--- config.mk ---
export PLATFORM = sky130hd
export DESIGN_NAME = fifo_uart_tx
export DESIGN_NICKNAME = d
export VERILOG_FILES = /design/src/rtl/fifo_uart_tx.sv
export SDC_FILE = /design/constraint.sdc
export NUM_CORES = 1
export LEC_CHECK = 0
export BUFFER_PORTS_ARGS = -buffer_cell sky130_fd_sc_hd__buf_2
export CAP_MARGIN = 15
export CORE_AREA = 2 2 62 64
export CTS_CLUSTER_DIAMETER = 100
export DETAILED_ROUTE_END_ITERATION = 12
export DIE_AREA = 0 0 64 66
export GPL_TIMING_DRIVEN = 1
export MAX_ROUTING_LAYER = met4
export PLACE_DENSITY = 0.74
export SLEW_MARGIN = 10
export SYNTH_ARGS = -nofsm -noshare
export SYNTH_HDL_FRONTEND = slang
export SYNTH_SLANG_ARGS = --single-unit
--- constraint.sdc ---
create_clock -name clk -period 2.53 [get_ports clk]
set_input_delay 0.506 -clock clk [delete_from_list [all_inputs] [get_ports clk]]
set_output_delay 0.506 -clock clk [all_outputs]
set_load 0.05 [all_outputs]
--- src/rtl/fifo_uart_tx.sv ---
// Purpose : drains a registered-read FIFO one word at a time onto an 8N1 UART TX line.
// Latency : FETCH + LOAD (2 cycles) before the start bit; frame = 2 + (DATA_W+2)*CLKS_PER_BIT cycles.
// Backpres: pops only when fifo_empty=0, sampled in IDLE and on the final stop cycle; exactly one pop per frame.
//
// Ports:
//   clk, rst (async, active-low)     clock and reset
//   fifo_empty, fifo_rd_data         FIFO status and registered read data (valid the cycle after fifo_rd_en)
//   fifo_rd_en                       one-cycle pop strobe per word
//   tx, busy, tx_done                serial line (idle 1), frame-in-progress flag, end-of-stop pulse
module fifo_uart_tx #(
  parameter int DATA_W       = 8,
  parameter int CLKS_PER_BIT = 868
) (
  input  logic              clk,
  input  logic              rst,
  input  logic              fifo_empty,
  input  logic [DATA_W-1:0] fifo_rd_data,
  output logic              fifo_rd_en,
  output logic              tx,
  output logic              busy,
  output logic              tx_done
);

  localparam int CW = (CLKS_PER_BIT > 1) ? $clog2(CLKS_PER_BIT) : 1;
  localparam int BW = (DATA_W > 1) ? $clog2(DATA_W) : 1;
  localparam logic [CW-1:0] CNT_MAX = CW'(CLKS_PER_BIT - 1);
  localparam logic [BW-1:0] BIT_MAX = BW'(DATA_W - 1);

  typedef enum logic [2:0] {
    S_IDLE, S_FETCH, S_LOAD, S_START, S_DATA, S_STOP
  } state_t;

  state_t            state_q, state_d;
  logic [CW-1:0]     cnt_q, cnt_d;
  logic [BW-1:0]     bit_q, bit_d;
  logic [DATA_W-1:0] shift_q, shift_d;
  logic              tx_q, tx_d;
  logic              rd_en_q, rd_en_d;
  logic              busy_q, busy_d;
  logic              done_q, done_d;
  logic              last_cyc;

  assign last_cyc = (cnt_q == CNT_MAX);

  always_comb begin
    state_d = state_q;
    cnt_d   = cnt_q;
    bit_d   = bit_q;
    shift_d = shift_q;

    case (state_q)
      S_IDLE: begin
        cnt_d = '0;
        if (!fifo_empty) state_d = S_FETCH;
      end
      S_FETCH: begin
        cnt_d   = '0;
        state_d = S_LOAD;
      end
      S_LOAD: begin
        // Registered-read FIFO: data popped in FETCH is valid now.
        shift_d = fifo_rd_data;
        cnt_d   = '0;
        state_d = S_START;
      end
      S_START: begin
        if (last_cyc) begin
          cnt_d   = '0;
          bit_d   = '0;
          state_d = S_DATA;
        end else begin
          cnt_d = cnt_q + 1'b1;
        end
      end
      S_DATA: begin
        if (last_cyc) begin
          cnt_d   = '0;
          shift_d = shift_q >> 1;
          if (bit_q == BIT_MAX) begin
            bit_d   = '0;
            state_d = S_STOP;
          end else begin
            bit_d = bit_q + 1'b1;
          end
        end else begin
          cnt_d = cnt_q + 1'b1;
        end
      end
      S_STOP: begin
        if (last_cyc) begin
          cnt_d   = '0;
          // Chain straight into the next pop when more data is waiting.
          state_d = fifo_empty ? S_IDLE : S_FETCH;
        end else begin
          cnt_d = cnt_q + 1'b1;
        end
      end
      default: begin
        cnt_d   = '0;
        bit_d   = '0;
        state_d = S_IDLE;
      end
    endcase

    // Outputs are decoded from the next state and registered, so they line up
    // with state_q without any combinational path from the inputs.
    tx_d = 1'b1;
    case (state_d)
      S_START: tx_d = 1'b0;
      S_DATA:  tx_d = shift_d[0];
      default: tx_d = 1'b1;
    endcase
    rd_en_d = (state_d == S_FETCH);
    busy_d  = (state_d != S_IDLE);
    done_d  = (state_d == S_STOP) && (cnt_d == CNT_MAX);
  end

  always_ff @(posedge clk or negedge rst) begin
    if (!rst) begin
      state_q <= S_IDLE;
      cnt_q   <= '0;
      bit_q   <= '0;
      shift_q <= '0;
      tx_q    <= 1'b1;
      rd_en_q <= 1'b0;
      busy_q  <= 1'b0;
      done_q  <= 1'b0;
    end else begin
      state_q <= state_d;
      cnt_q   <= cnt_d;
      bit_q   <= bit_d;
      shift_q <= shift_d;
      tx_q    <= tx_d;
      rd_en_q <= rd_en_d;
      busy_q  <= busy_d;
      done_q  <= done_d;
    end
  end

  assign tx         = tx_q;
  assign fifo_rd_en = rd_en_q;
  assign busy       = busy_q;
  assign tx_done    = done_q;

endmodule

==> out/summary.log <==
INFO  logic_synthesis synth_seq_area_share=45.6%
INFO  logic_synthesis register_bit_total_from_synthesis=28
INFO  logic_synthesis cell_count_after_synthesis=149
INFO  timing         measured_slew_at_the_worst_slew_check_pin=0.592ns
INFO  timing         final_period_minus_worst_setup_slack=2.20ns
INFO  final_layout   layout-area-overhead-vs-synth=7.15%
INFO  place          dpl_worst_slack=0.358ns
INFO  critical_path  crit_fanout=5
INFO  critical_path  cp_data_arrival_time=2.49ns
INFO  place          gpl.final_weighted_congestion=0.805
INFO  floorplanning  core.rowCount=22
INFO  critical_path  timing.critical_path.max_delay_family=simple AND/OR/NAND/NOR gates
INFO  logic_synthesis synth_async_sr_flop_share=100%
INFO  grt            busiest_layer=met2
INFO  detailed_routing detail_route.first_pass.iterations=4
INFO  grt            antenna_violations_before_repair=0
INFO  clock_tree     tritoncts_num_sinks=28
INFO  final_layout   fillerInstances=319
INFO  critical_path  cpMaxStageDelayCell=or4_4
INFO  grt            grt_pass1_wl=5.09mm
INFO  place          dp.final_hpwl=2.12mm
INFO  clock_tree     tritoncts=yes
INFO  logic_synthesis netlist.area_leader.share=43.9%
INFO  timing         final.setup_skew=0.00575ns
INFO  final_layout   final_nets=176
INFO  grt            track_usage=15.3%
INFO  floorplanning  die_h=66µm
INFO  clock_tree     cts_buffers=3
INFO  logic_synthesis post_synth_main_area_contributors=dfrtp_1, nor2_1, a21o_1
INFO  detailed_routing wirelength=2.84mm
INFO  detailed_routing route.detailed.vias_per_inst=5.52
INFO  timing         fmax=0.454GHz
INFO  clock_tree     cts_hold_buf=0
INFO  floorplanning  die_w=64µm
INFO  timing         setup_viol=0
INFO  power_and_ir_drop power.static_leakage=0.741nW
INFO  power_and_ir_drop vdd.ir_drop.worst=0.000273V
INFO  clock_tree     cts_max_path_buffers=2
INFO  grt            first_global_vias=1188
INFO  timing         tns=0ns
INFO  clock_tree     clock_tree_root_buffer_cell=clkbuf_4
INFO  logic_synthesis syn_area=1540µm²
INFO  logic_synthesis post_synth.cell_area_avg=10.3µm²
INFO  logic_synthesis synth_edf_count=0
INFO  logic_synthesis ys.warnings.count=0
INFO  grt            maximum_number_of_pins_on_one_net_before_global_route_repair=29
INFO  critical_path  critical_path.n_buffers_inverters=0
INFO  power_and_ir_drop power-per-cell-area=692nW/µm²
INFO  clock_tree     htree_num_levels=1
INFO  floorplanning  top_level_ports=15
INFO  detailed_routing count_of_nets_left_with_antenna_violations_after_detail_routing=0
INFO  clock_tree     post_cts_setup_driven_buffer_insertion_count=0
INFO  job            maxCapViolations=0
INFO  final_layout   fraction_of_layout_instances_using_a_drive_strength_above_1=19.3%
INFO  place          placed_area=1600µm²
INFO  clock_tree     post_cts_resized=0
INFO  timing         timing_hold_violations_final=0
INFO  detailed_routing routed_wire_length_per_instance=13.6µm
INFO  timing         drv_slew=0
INFO  final_layout   regArea=702µm²
INFO  final_layout   share_of_the_core_filled_with_cells=46.4%
INFO  final_layout   n_antenna_cell=0
INFO  logic_synthesis synth_top_cell_by_area=dfrtp_1
INFO  logic_synthesis ys_dominant_reg_cell=dfrtp_1
INFO  critical_path  cp_cell_sequence=ha_1 -> or4b_4 -> or4_4 -> o21ai_2 -> a21boi_2 -> o21a_1
INFO  timing         final_min_period_over_clock_period=87.1%
INFO  timing         unrepaired_setup_endpoints_after_global_routing=no
INFO  clock_tree     insertion_delay_of_the_later_clocked_pin_in_the_worst_skew_pair=0.33ns
INFO  timing         setup_slack=0.326ns
INFO  final_layout   post-route-cell-area=1650µm²
INFO  critical_path  critical_path_class=reg2reg
INFO  critical_path  max_stage_delay=0.54ns
INFO  status         status=complete, no violations
INFO  timing         holdWs=0.150ns
INFO  floorplanning  core=3550µm²
INFO  critical_path  r2r_slack=0.33ns
INFO  clock_tree     path_clk_slew=0.15ns
INFO  critical_path  critical_path_required=2.81ns
INFO  logic_synthesis post_synth_num_cell_types=45
INFO  grt            grt_util_met1=18.3%
INFO  grt            met3_demand_to_capacity_share_in_global_routing=1.53%
INFO  place          portBuffers=14
INFO  grt            met2_usage=27.7%
INFO  detailed_routing remaining_drc_errors=0
INFO  critical_path  setup.worst_path.end_class=register
INFO  detailed_routing first_iter_violations=149
INFO  floorplanning  initial_utilization=43.3%
INFO  critical_path  timing.critical_path.from_type=register
INFO  timing         slew_headroom=60.6%
INFO  grt            grt_remaining_overflow=0
INFO  hold_path      hp-class=in2async
INFO  final_layout   combined_area_of_the_multi_input_logic_cells=716µm²
INFO  detailed_routing num_vias=1154
INFO  floorplanning  floorplan.die_area=4220µm²
INFO  logic_synthesis synth_fp_nets=163
[where the power goes]
| group | switching [W] | leakage [nW] | internal [W] | total [W] |
|---|---|---|---|---|
| registers | 0.0000983 | 0.345 | 0.000519 | 0.000617 |
| clock network | 0.000133 | 0.0279 | 0.000160 | 0.000293 |
| logic | 0.000120 | 0.368 | 0.000112 | 0.000232 |
[metal layers]
layer  wire [µm]  part of all wire [%]  vias to the layer above
li1            -                     -                      563
met3         113                   4.0                        4
met2        1410                    50                       30
met5           0                     0                        -
met1        1290                    45                      557
met4          29                   1.0                        0
[per-stage QoR]
stage	total power (W)	instances
floorplan	0.000871	149
global placement	0.000848	205
detailed placement	0.000858	205
CTS	0.00115	209
global route	0.00122	209
finish	0.00114	209
[kinds of logic (layout without fill, tap and decap cells)]
group	Yosys count	count (layout)	share of synthesized area, %
buffers and inverters	16	28	7.89
multiplexers	1	1	0.650
adder cells (fa/ha/maj)	3	3	2.44
AO/OA/AOI/OAI	42	42	20.7
AND/OR/NAND/NOR	51	51	18.1
XOR/XNOR	8	8	4.55
flip-flops	28	28	45.6
[cells in the final DEF, fill, tap and decap left out, types with 2 or more instances in the layout]
| cell type | synthesis | final |
|---|---|---|
| ha_1 | 3 | 3 |
| a21oi_1 | 2 | 2 |
| a21o_1 | 9 | 9 |
| nor2_1 | 19 | 19 |
| xor2_1 | 3 | 3 |
| o22ai_1 | 4 | 4 |
| buf_4 | 1 | 3 |
| xnor2_1 | 5 | 5 |
| a22o_1 | 7 | 7 |
| buf_2 | 3 | 14 |
| nand2_1 | 11 | 11 |
| dfrtp_1 | 27 | 27 |
| inv_1 | 7 | 7 |
| nor3_1 | 2 | 2 |
| and3_1 | 2 | 2 |
| o21ai_0 | 2 | 2 |
| nor3b_1 | 2 | 2 |
| a32oi_1 | 3 | 3 |
| a211oi_1 | 2 | 2 |
| a31oi_1 | 5 | 5 |
| nand3_1 | 4 | 4 |
| o21ai_2 | 2 | 2 |
| clkbuf_4 | 0 | 3 |
[state kept, by name, summed over array words and instances, names as in the netlist]
register    flops
fifo_rd_en      1
tx              1
state_q         3
tx_done         1
busy            1
bit_q           3
shift_q         8
cnt_q          10
[Yosys cell counts, types with 2 or more instances]
| cell type | n |
|---|---|
| buf_2 | 3 |
| ha_1 | 3 |
| nand3_1 | 4 |
| nor2_1 | 19 |
| and3_1 | 2 |
| dfrtp_1 | 27 |
| a32oi_1 | 3 |
| o22ai_1 | 4 |
| xor2_1 | 3 |
| a21oi_1 | 2 |
| nand2_1 | 11 |
| a31oi_1 | 5 |
| inv_1 | 7 |
| nor3b_1 | 2 |
| nor3_1 | 2 |
| o21ai_0 | 2 |
| xnor2_1 | 5 |
| a22o_1 | 7 |
| a211oi_1 | 2 |
| o21ai_2 | 2 |
| buf_6 | 2 |
| a21o_1 | 9 |
[layout make-up]
| type | count | area share, % |
|---|---|---|
| flip-flops and latches | 28 | 42.6 |
| multi-input cells | 105 | 43.4 |
| clock buffers | 3 | 1.37 |
| clock inverters | 1 | 1.82 |
| well taps | 48 | 3.64 |
| inverters | 7 | 1.59 |
| repair buffers | 17 | 5.61 |
[worst register-to-register path: stages, from the launching register on]
cell and delay [ns]:
dfrtp_1 0.43, ha_1 0.18, or4b_4 0.48, or4_4 0.54, o21ai_2 0.18, a21boi_2 0.19, o21a_1 0.14
[final timing paths]
| check | from | to | depth (start not counted) |
|---|---|---|---|
| max | cnt_q[0] | tx | 6 |
| min | rst | state_q[2] | 1 |
| max reg2reg | cnt_q[0] | tx | 6 |
| min reg2reg | shift_q[6] | shift_q[6] | 1 |
| max in group asynchronous | rst | cnt_q[4] | 1 |
| min in group clk | fifo_empty | fifo_rd_en | 2 |
Note: power is estimated with default switching activity, not from simulation.
